File: config.mk
export PLATFORM = sky130hd
export DESIGN_NAME = wishbone_target_arbiter_flat
export DESIGN_NICKNAME = d
export VERILOG_FILES = /design/src/rtl/wishbone_target_arbiter_if.sv /design/src/rtl/wishbone_target_arbiter.sv /design/src/flat_wrapper.sv
export SDC_FILE = /design/constraint.sdc
export NUM_CORES = 1
export LEC_CHECK = 0
export CAP_MARGIN = 10
export CORE_MARGIN = 5
export CORE_UTILIZATION = 29
export CTS_CLUSTER_DIAMETER = 80
export DETAILED_ROUTE_END_ITERATION = 12
export PLACE_DENSITY = 0.9
export SKIP_LAST_GASP = 1
export SLEW_MARGIN = 40
export SYNTH_ARGS = -nofsm -noshare
export SYNTH_HDL_FRONTEND = slang
export SYNTH_SLANG_ARGS = --single-unit
File: constraint.sdc
create_clock -name CLK_I -period 3 [get_ports CLK_I]
set_clock_uncertainty 0.2 [all_clocks]
set_input_delay 0.6 -clock CLK_I [delete_from_list [all_inputs] [get_ports CLK_I]]
set_output_delay 0.6 -clock CLK_I [all_outputs]
set_load 0.05 [all_outputs]
File: src/rtl/wishbone_target_arbiter_if.sv
`timescale 1ns/1ps
// wishbone_target_arbiter_if
// Bundles the signals between N Wishbone B4 pipelined initiators, the arbiter
// and one target. Initiator-side vectors are flat: initiator i owns bits
// [i*Width +: Width] of ADR_O, I_DAT_O, SEL_O and I_DAT_I.
//
// Modports:
//   slave  - arbiter view: takes initiator requests and target responses,
//            drives per-initiator responses, GNT and the target request.
//   master - environment view (initiators plus target): the mirror image.
//
// Handshake: a strobe is transferred on a cycle where STB is high and STALL
// is low; a response is one cycle of ACK, ERR or RTY, and the cycle ends
// when the initiator drops CYC.
interface wishbone_target_arbiter_if #(
  parameter int Initiators   = 2,
  parameter int AddressWidth = 16,
  parameter int DataWidth    = 8,
  parameter int SelWidth     = 1
);
  // Initiator requests
  logic [Initiators-1:0]              CYC_O;
  logic [Initiators-1:0]              STB_O;
  logic [Initiators-1:0]              WE_O;
  logic [Initiators-1:0]              LOCK_O;
  logic [Initiators*AddressWidth-1:0] ADR_O;
  logic [Initiators*DataWidth-1:0]    I_DAT_O;
  logic [Initiators*SelWidth-1:0]     SEL_O;
  // Responses back to initiators
  logic [Initiators*DataWidth-1:0]    I_DAT_I;
  logic [Initiators-1:0]              ACK_I;
  logic [Initiators-1:0]              ERR_I;
  logic [Initiators-1:0]              RTY_I;
  logic [Initiators-1:0]              STALL_I;
  logic [Initiators-1:0]              GNT;
  // Target request
  logic                               T_CYC_I;
  logic                               T_STB_I;
  logic                               T_WE_I;
  logic                               T_LOCK_I;
  logic [AddressWidth-1:0]            T_ADR_I;
  logic [DataWidth-1:0]               T_DAT_I;
  logic [SelWidth-1:0]                T_SEL_I;
  // Target response
  logic [DataWidth-1:0]               T_DAT_O;
  logic                               T_ACK_O;
  logic                               T_ERR_O;
  logic                               T_RTY_O;
  logic                               T_STALL_O;

  modport slave (
    input  CYC_O, STB_O, WE_O, LOCK_O, ADR_O, I_DAT_O, SEL_O,
    input  T_DAT_O, T_ACK_O, T_ERR_O, T_RTY_O, T_STALL_O,
    output I_DAT_I, ACK_I, ERR_I, RTY_I, STALL_I, GNT,
    output T_CYC_I, T_STB_I, T_WE_I, T_LOCK_I, T_ADR_I, T_DAT_I, T_SEL_I
  );

  modport master (
    output CYC_O, STB_O, WE_O, LOCK_O, ADR_O, I_DAT_O, SEL_O,
    output T_DAT_O, T_ACK_O, T_ERR_O, T_RTY_O, T_STALL_O,
    input  I_DAT_I, ACK_I, ERR_I, RTY_I, STALL_I, GNT,
    input  T_CYC_I, T_STB_I, T_WE_I, T_LOCK_I, T_ADR_I, T_DAT_I, T_SEL_I
  );
endinterface

File: src/rtl/wishbone_target_arbiter.sv
`timescale 1ns/1ps
// wishbone_target_arbiter
// Per-target arbitration stage: N Wishbone B4 pipelined initiators contend
// for one target. Round-robin grant held for a whole bus cycle and across
// cycles while the owner holds LOCK. Outstanding strobes are counted so the
// owner is throttled at MaxOutstanding and responses with nothing pending
// are dropped.
//
// Ports:
//   CLK_I        clock
//   RST_I        synchronous active-high reset
//   bus          wishbone_target_arbiter_if.slave (initiator and target sides)
//   dbg_state_o  FSM state (0 IDLE, 1 OWNED, 2 LOCKHOLD)
//   dbg_count_o  outstanding-strobe counter
//
// Optional feature: define WB_ARB_TIMEOUT_EN to add a watchdog that, after
// TimeoutCycles cycles with strobes pending and no response, pulses ERR_I to
// the owner, drops T_CYC_I for that cycle and clears the counter.
module wishbone_target_arbiter #(
  parameter int Initiators     = 2,
  parameter int AddressWidth   = 16,
  parameter int DataWidth      = 8,
  parameter int SelWidth       = 1,
  parameter int MaxOutstanding = 4,
  parameter int TimeoutCycles  = 255
) (
  input  logic                                 CLK_I,
  input  logic                                 RST_I,
  wishbone_target_arbiter_if.slave             bus,
  output logic [1:0]                           dbg_state_o,
  output logic [$clog2(MaxOutstanding+1)-1:0]  dbg_count_o
);

  localparam int IdxW = (Initiators > 1) ? $clog2(Initiators) : 1;
  localparam int CntW = $clog2(MaxOutstanding + 1);

  typedef enum logic [1:0] {
    IDLE     = 2'd0,
    OWNED    = 2'd1,
    LOCKHOLD = 2'd2
  } state_e;

  state_e          state_q, state_d;
  logic [IdxW-1:0] owner_q, owner_d;
  logic [IdxW-1:0] last_q, last_d;
  logic [CntW-1:0] count_q, count_d;

  // Owner's request signals, selected by owner_q
  logic                    cyc_own, stb_own, we_own, lock_own;
  logic [AddressWidth-1:0] adr_own;
  logic [DataWidth-1:0]    dat_own;
  logic [SelWidth-1:0]     sel_own;

  always_comb begin
    cyc_own  = 1'b0;
    stb_own  = 1'b0;
    we_own   = 1'b0;
    lock_own = 1'b0;
    adr_own  = '0;
    dat_own  = '0;
    sel_own  = '0;
    for (int i = 0; i < Initiators; i++) begin
      if (owner_q == IdxW'(i)) begin
        cyc_own  = bus.CYC_O[i];
        stb_own  = bus.STB_O[i];
        we_own   = bus.WE_O[i];
        lock_own = bus.LOCK_O[i];
        adr_own  = bus.ADR_O[i*AddressWidth +: AddressWidth];
        dat_own  = bus.I_DAT_O[i*DataWidth +: DataWidth];
        sel_own  = bus.SEL_O[i*SelWidth +: SelWidth];
      end
    end
  end

  logic resp;
  assign resp = bus.T_ACK_O | bus.T_ERR_O | bus.T_RTY_O;

  logic timeout;
`ifdef WB_ARB_TIMEOUT_EN
  localparam int WdW = (TimeoutCycles > 1) ? $clog2(TimeoutCycles + 1) : 1;
  logic [WdW-1:0] wd_q, wd_d;

  // Counts idle cycles with strobes pending; firing on TimeoutCycles-1 puts
  // the error pulse exactly TimeoutCycles cycles after the acceptance.
  always_comb begin
    timeout = 1'b0;
    wd_d    = '0;
    if (state_q == OWNED && cyc_own && count_q != '0 && !resp) begin
      if (wd_q == WdW'(TimeoutCycles - 1)) timeout = 1'b1;
      else                                 wd_d    = wd_q + WdW'(1);
    end
  end

  always_ff @(posedge CLK_I) begin
    if (RST_I) wd_q <= '0;
    else       wd_q <= wd_d;
  end
`else
  assign timeout = 1'b0;
  logic unused_timeout_cfg;
  assign unused_timeout_cfg = (TimeoutCycles != 0);
`endif

  // Round-robin pick: first requester searching upward from last_q+1
  logic [IdxW-1:0] pick;
  logic            found;
  int              cand;

  always_comb begin
    pick  = last_q;
    found = 1'b0;
    cand  = 0;
    for (int k = 1; k <= Initiators; k++) begin
      cand = int'(last_q) + k;
      if (cand >= Initiators) cand = cand - Initiators;
      if (!found && bus.CYC_O[IdxW'(cand)]) begin
        found = 1'b1;
        pick  = IdxW'(cand);
      end
    end
  end

  logic [Initiators-1:0]           gnt_v, ack_v, err_v, rty_v, stall_v;
  logic [Initiators*DataWidth-1:0] idat_v;
  logic                            t_cyc, t_stb, t_we, t_lock;
  logic [AddressWidth-1:0]         t_adr;
  logic [DataWidth-1:0]            t_dat;
  logic [SelWidth-1:0]             t_sel;
  logic                            full, accepted, resp_ok;

  always_comb begin
    state_d  = state_q;
    owner_d  = owner_q;
    last_d   = last_q;
    count_d  = count_q;
    gnt_v    = '0;
    ack_v    = '0;
    err_v    = '0;
    rty_v    = '0;
    stall_v  = '1;
    idat_v   = {Initiators{bus.T_DAT_O}};
    t_cyc    = 1'b0;
    t_stb    = 1'b0;
    t_we     = 1'b0;
    t_lock   = 1'b0;
    t_adr    = '0;
    t_dat    = '0;
    t_sel    = '0;
    full     = (count_q == CntW'(MaxOutstanding));
    accepted = 1'b0;
    resp_ok  = 1'b0;

    unique case (state_q)
      IDLE: begin
        if (found) begin
          owner_d = pick;
          count_d = '0;
          state_d = OWNED;
        end
      end

      OWNED: begin
        gnt_v[owner_q]   = 1'b1;
        t_cyc            = cyc_own & ~timeout;
        t_stb            = stb_own & ~full & ~timeout;
        t_we             = we_own;
        t_lock           = lock_own;
        t_adr            = adr_own;
        t_dat            = dat_own;
        t_sel            = sel_own;
        stall_v[owner_q] = bus.T_STALL_O | full | timeout;
        accepted         = t_stb & ~bus.T_STALL_O;
        // Responses with nothing pending are stray and never forwarded
        resp_ok          = resp & (count_q != '0);
        ack_v[owner_q]   = bus.T_ACK_O & resp_ok;
        err_v[owner_q]   = (bus.T_ERR_O & resp_ok) | timeout;
        rty_v[owner_q]   = bus.T_RTY_O & resp_ok;

        if (accepted && !resp_ok)      count_d = count_q + CntW'(1);
        else if (!accepted && resp_ok) count_d = count_q - CntW'(1);
        if (timeout)                   count_d = '0;

        if (!cyc_own) begin
          count_d = '0;
          if (lock_own) begin
            state_d = LOCKHOLD;
          end else begin
            state_d = IDLE;
            last_d  = owner_q;
          end
        end
      end

      LOCKHOLD: begin
        gnt_v[owner_q] = 1'b1;
        count_d        = '0;
        if (cyc_own) begin
          state_d = OWNED;
        end else if (!lock_own) begin
          state_d = IDLE;
          last_d  = owner_q;
        end
      end

      default: begin
        state_d = IDLE;
      end
    endcase

    // Reset forces quiet outputs in the same cycle RST_I is seen
    if (RST_I) begin
      gnt_v   = '0;
      ack_v   = '0;
      err_v   = '0;
      rty_v   = '0;
      stall_v = '1;
      idat_v  = '0;
      t_cyc   = 1'b0;
      t_stb   = 1'b0;
      t_we    = 1'b0;
      t_lock  = 1'b0;
      t_adr   = '0;
      t_dat   = '0;
      t_sel   = '0;
    end
  end

  always_ff @(posedge CLK_I) begin
    if (RST_I) begin
      state_q <= IDLE;
      owner_q <= '0;
      last_q  <= IdxW'(Initiators - 1);
      count_q <= '0;
    end else begin
      state_q <= state_d;
      owner_q <= owner_d;
      last_q  <= last_d;
      count_q <= count_d;
    end
  end

  assign bus.GNT      = gnt_v;
  assign bus.ACK_I    = ack_v;
  assign bus.ERR_I    = err_v;
  assign bus.RTY_I    = rty_v;
  assign bus.STALL_I  = stall_v;
  assign bus.I_DAT_I  = idat_v;
  assign bus.T_CYC_I  = t_cyc;
  assign bus.T_STB_I  = t_stb;
  assign bus.T_WE_I   = t_we;
  assign bus.T_LOCK_I = t_lock;
  assign bus.T_ADR_I  = t_adr;
  assign bus.T_DAT_I  = t_dat;
  assign bus.T_SEL_I  = t_sel;

  assign dbg_state_o = state_q;
  assign dbg_count_o = count_q;

endmodule
File: src/flat_wrapper.sv
// flat-port wrapper written by rule: the top's interface ports become plain ports
module wishbone_target_arbiter_flat 
#(
  parameter int Initiators     = 2,
  parameter int AddressWidth   = 16,
  parameter int DataWidth      = 8,
  parameter int SelWidth       = 1,
  parameter int MaxOutstanding = 4,
  parameter int TimeoutCycles  = 255
)
  (CLK_I, RST_I, dbg_state_o, dbg_count_o, bus_CYC_O, bus_STB_O, bus_WE_O, bus_LOCK_O, bus_ADR_O, bus_I_DAT_O, bus_SEL_O, bus_T_DAT_O, bus_T_ACK_O, bus_T_ERR_O, bus_T_RTY_O, bus_T_STALL_O, bus_I_DAT_I, bus_ACK_I, bus_ERR_I, bus_RTY_I, bus_STALL_I, bus_GNT, bus_T_CYC_I, bus_T_STB_I, bus_T_WE_I, bus_T_LOCK_I, bus_T_ADR_I, bus_T_DAT_I, bus_T_SEL_I);
  wishbone_target_arbiter_if #(.Initiators(Initiators), .AddressWidth(AddressWidth), .DataWidth(DataWidth), .SelWidth(SelWidth)) bus_i ();
  input  logic CLK_I;
  input  logic RST_I;
  output logic [1:0] dbg_state_o;
  output logic [$clog2(MaxOutstanding+1)-1:0] dbg_count_o;
  input wire logic [$bits(bus_i.CYC_O)-1:0] bus_CYC_O;
  input wire logic [$bits(bus_i.STB_O)-1:0] bus_STB_O;
  input wire logic [$bits(bus_i.WE_O)-1:0] bus_WE_O;
  input wire logic [$bits(bus_i.LOCK_O)-1:0] bus_LOCK_O;
  input wire logic [$bits(bus_i.ADR_O)-1:0] bus_ADR_O;
  input wire logic [$bits(bus_i.I_DAT_O)-1:0] bus_I_DAT_O;
  input wire logic [$bits(bus_i.SEL_O)-1:0] bus_SEL_O;
  input wire logic [$bits(bus_i.T_DAT_O)-1:0] bus_T_DAT_O;
  input wire logic [$bits(bus_i.T_ACK_O)-1:0] bus_T_ACK_O;
  input wire logic [$bits(bus_i.T_ERR_O)-1:0] bus_T_ERR_O;
  input wire logic [$bits(bus_i.T_RTY_O)-1:0] bus_T_RTY_O;
  input wire logic [$bits(bus_i.T_STALL_O)-1:0] bus_T_STALL_O;
  output wire logic [$bits(bus_i.I_DAT_I)-1:0] bus_I_DAT_I;
  output wire logic [$bits(bus_i.ACK_I)-1:0] bus_ACK_I;
  output wire logic [$bits(bus_i.ERR_I)-1:0] bus_ERR_I;
  output wire logic [$bits(bus_i.RTY_I)-1:0] bus_RTY_I;
  output wire logic [$bits(bus_i.STALL_I)-1:0] bus_STALL_I;
  output wire logic [$bits(bus_i.GNT)-1:0] bus_GNT;
  output wire logic [$bits(bus_i.T_CYC_I)-1:0] bus_T_CYC_I;
  output wire logic [$bits(bus_i.T_STB_I)-1:0] bus_T_STB_I;
  output wire logic [$bits(bus_i.T_WE_I)-1:0] bus_T_WE_I;
  output wire logic [$bits(bus_i.T_LOCK_I)-1:0] bus_T_LOCK_I;
  output wire logic [$bits(bus_i.T_ADR_I)-1:0] bus_T_ADR_I;
  output wire logic [$bits(bus_i.T_DAT_I)-1:0] bus_T_DAT_I;
  output wire logic [$bits(bus_i.T_SEL_I)-1:0] bus_T_SEL_I;
  assign bus_i.CYC_O = bus_CYC_O;
  assign bus_i.STB_O = bus_STB_O;
  assign bus_i.WE_O = bus_WE_O;
  assign bus_i.LOCK_O = bus_LOCK_O;
  assign bus_i.ADR_O = bus_ADR_O;
  assign bus_i.I_DAT_O = bus_I_DAT_O;
  assign bus_i.SEL_O = bus_SEL_O;
  assign bus_i.T_DAT_O = bus_T_DAT_O;
  assign bus_i.T_ACK_O = bus_T_ACK_O;
  assign bus_i.T_ERR_O = bus_T_ERR_O;
  assign bus_i.T_RTY_O = bus_T_RTY_O;
  assign bus_i.T_STALL_O = bus_T_STALL_O;
  assign bus_I_DAT_I = bus_i.I_DAT_I;
  assign bus_ACK_I = bus_i.ACK_I;
  assign bus_ERR_I = bus_i.ERR_I;
  assign bus_RTY_I = bus_i.RTY_I;
  assign bus_STALL_I = bus_i.STALL_I;
  assign bus_GNT = bus_i.GNT;
  assign bus_T_CYC_I = bus_i.T_CYC_I;
  assign bus_T_STB_I = bus_i.T_STB_I;
  assign bus_T_WE_I = bus_i.T_WE_I;
  assign bus_T_LOCK_I = bus_i.T_LOCK_I;
  assign bus_T_ADR_I = bus_i.T_ADR_I;
  assign bus_T_DAT_I = bus_i.T_DAT_I;
  assign bus_T_SEL_I = bus_i.T_SEL_I;
  wishbone_target_arbiter #(.Initiators(Initiators), .AddressWidth(AddressWidth), .DataWidth(DataWidth), .SelWidth(SelWidth), .MaxOutstanding(MaxOutstanding), .TimeoutCycles(TimeoutCycles)) u_core (.CLK_I(CLK_I), .RST_I(RST_I), .bus(bus_i), .dbg_state_o(dbg_state_o), .dbg_count_o(dbg_count_o));
endmodule
==> results.yml <==
floorplan:
  core_area_sq_um: 4030
  ios: 132
  start_util_pct: 30.2
  die_h_microns: 74.8
  die_area_sq_um: 5600
  fp.dieW_microns: 74.8
  rows: 23
synthesis:
  synthAdderAreaFrac_pct: 7.80
  ys.flop_type: "dfxtp_1"
  synth-simple-area-share_pct: 31.1
  yosysWarnings: 0
  synth_mux_area_share_pct: 25.1
  synth_top_family_by_area: "simple AND/OR/NAND/NOR gates"
  avgSynthCellArea_sq_um: 7.76
  synth_compound_area_share_pct: 12.3
  syn-cell-area_sq_um: 1220
  synthXorXnorAreaFrac_pct: 0.719
  synth_edf_count: 0
  synthArstFlopShare_pct: 0
  synth.distinct_cells: 39
  syn_inst: 157
  ys_seq_area_share_pct: 11.5
  synth_seq_cells: 7
  synth_nets: 236
critical_path:
  crit_type: "in -> out"
  setup.worst_path.end_class: "output pin"
  reg2reg_slack_ns: 0.69
  startpoint: "RST_I"
  startpoint_type: "input port"
  r2r_cells: 8
  endpoint: "bus_ACK_I[0]"
  path_max_fanout: 6
  crit_required_ns: 2.20
  worstPathArrival_ns: 1.96
  reg2reg_to: "u_core.dbg_count_o[1]"
  r2r_start: "u_core.dbg_count_o[0]"
cts:
  cts-root-buf: "clkbuf_8"
  clk_pin_slew_worst_paths_ns: 0.04
  hold_buffers: 0
  post-cts-setup-buffers: 0
  cts_buffers: 3
  h-tree-depth: 1
  cts_max_path_buffers: 2
  cts.sinks: 7
  ctsResizeCount: 0
  worstSkewPairLatency_ns: 0.22
  cts_tree: "yes"
final_layout:
  fill_cells: 336
  layout_commonest_cell: "clkdlybuf4s50_1"
  area_growth_syn_to_layout_pct: 122
  fin_cells: 328
  mostFrequentLayoutCells: "clkdlybuf4s50_1 (76), buf_4 (37), nor2_1 (34), mux2i_1 (29), buf_12 (23)"
  antennaDiodeCount: 0
  drive_gt1_share_pct: 27.3
  utilization_pct: 67.3
  final_area_sq_um: 2710
  final_net_count: 358
place:
  dpl_cell_area_sq_um: 2670
  place_congestion: 0.781
  port_buffers: 131
  dp.cells: 324
  dp_hpwl_mm: 4.17
route:
  wl_per_cell_microns: 14.6
  drt-total-wl_mm: 4.79
  ant_nets: 0
  vias_per_cell: 4.74
  vias: 1556
  first_pass_iters: 4
  drc: 0
  drt_iter0_markers: 45
sta:
  period_share_pct: 91.9
  post-route-min-period_ns: 2.76
  tightest_slew_ns: 0.503
  rsz0062_at_grt: "no"
  drv_slew: 0
  fmax_ghz: 0.363
  hold_violations: 0
  setup_viol: 0
  slew_headroom_pct: 66.3
power:
  ir_drop_mv: 0.212
  powerDensity_nw_per_um2: 459
  p_leak_nw: 1.14
global_route:
  antenna_found_initial: 0
  grt.total_usage_pct: 16.0
  grt_max_degree: 22
  grt_pass1_wl_mm: 7.13
  grt_pass1_vias: 1623
  overflow: 0
worst_hold_path:
  hold_path_class: "reg -> reg"
outcome:
  outcome: "completed"
run:
  maxCapViolations: 0
==> Yosys cell counts, types with 2 or more instances <==
master    instances  area share (%)
nor2_1           34              10
mux2i_1          29              24
buf_4            10             6.2
nor2b_1          10             5.1
dfxtp_1           7              11
ha_1              6             6.2
inv_1             5             1.5
and3_1            4             2.1
buf_2             4             1.6
clkbuf_1          4             1.2
nand2b_1          4             2.1
nor3_1            4             1.6
a21oi_1           3             1.2
and2_1            3             1.5
a311o_1           2             1.6
and3b_1           2             1.4
nor3b_1           2             1.2
o41ai_2           2             2.7
or2_2             2             1.0
==> how the worst min path moves through the flow <==
stage	from	endpoint	slack, ns	cells past startpoint
floorplan	u_core.last_q	u_core.owner_q	0.25	1
global placement	u_core.last_q	u_core.owner_q	0.26	1
detailed placement	u_core.last_q	u_core.owner_q	0.27	1
CTS	u_core.last_q	u_core.owner_q	0.28	1
global route	u_core.last_q	u_core.owner_q	0.30	1
finish	u_core.last_q	u_core.owner_q	0.28	1
==> state kept, by name (all words and copies together), names as in the netlist <==
| name | cells |
|---|---|
| u_core.dbg_count_o | 3 |
| u_core.dbg_state_o | 2 |
| u_core.last_q | 1 |
| u_core.owner_q | 1 |
==> metal layers <==
| layer | GRT usage, % | vias to the layer above | part of all wire (%) |
|---|---|---|---|
| li1 | - | 783 | - |
| met2 | 30.8 | 79 | 54 |
| met4 | 4.74 | 0 | 1.5 |
| met5 | 0 | - | 0 |
| met1 | 17.1 | 688 | 35 |
| met3 | 3.74 | 6 | 9.4 |
==> metrics by stage <==
step / setup TNS [ns] / setup WS (ns) / power (W) / hold slack [ns]
after floorplan: -0.0592 / -0.00592 / 0.000788 / 0.249
after global placement: 0 / 0.136 / 0.00110 / 0.264
after detailed placement: 0 / 0.0926 / 0.00112 / 0.270
after CTS: 0 / 0.236 / 0.00125 / 0.276
after global routing: 0 / 0.0950 / 0.00132 / 0.304
final: 0 / 0.244 / 0.00124 / 0.276
==> kinds of logic after synthesis <==
family          after synthesis
flops                         7
compound gates               16
fa+ha+maj                     7
simple gates                 72
mux                          30
xor+xnor                      1
buf+inv                      24
==> layout make-up <==
class                           count  area [sq um]  share of cell area [%]
Timing Repair Buffer              136          1500                    55.3
Multi-Input combinational cell    126           943                    34.8
Sequential cell                     7           141                    5.22
Tap cell                           50          62.6                    2.31
Clock buffer                        4          45.0                    1.66
Inverter                            5          18.8                   0.693
==> power breakdown <==
group          internal [W]  total [W]  leakage (nW)  switching, W
clock             0.0000919   0.000132        0.0228     0.0000401
combinational      0.000407   0.000975          1.06      0.000568
sequential         0.000114   0.000136        0.0575     0.0000222
total              0.000613    0.00124          1.14      0.000630
==> critical path: stages <==
cell,delay (ns)
clkdlybuf4s50_1,0.41
nand2b_1,0.25
nor3_1,0.30
and2_1,0.23
buf_12,0.15
Note: power is estimated with default switching activity, not from simulation.
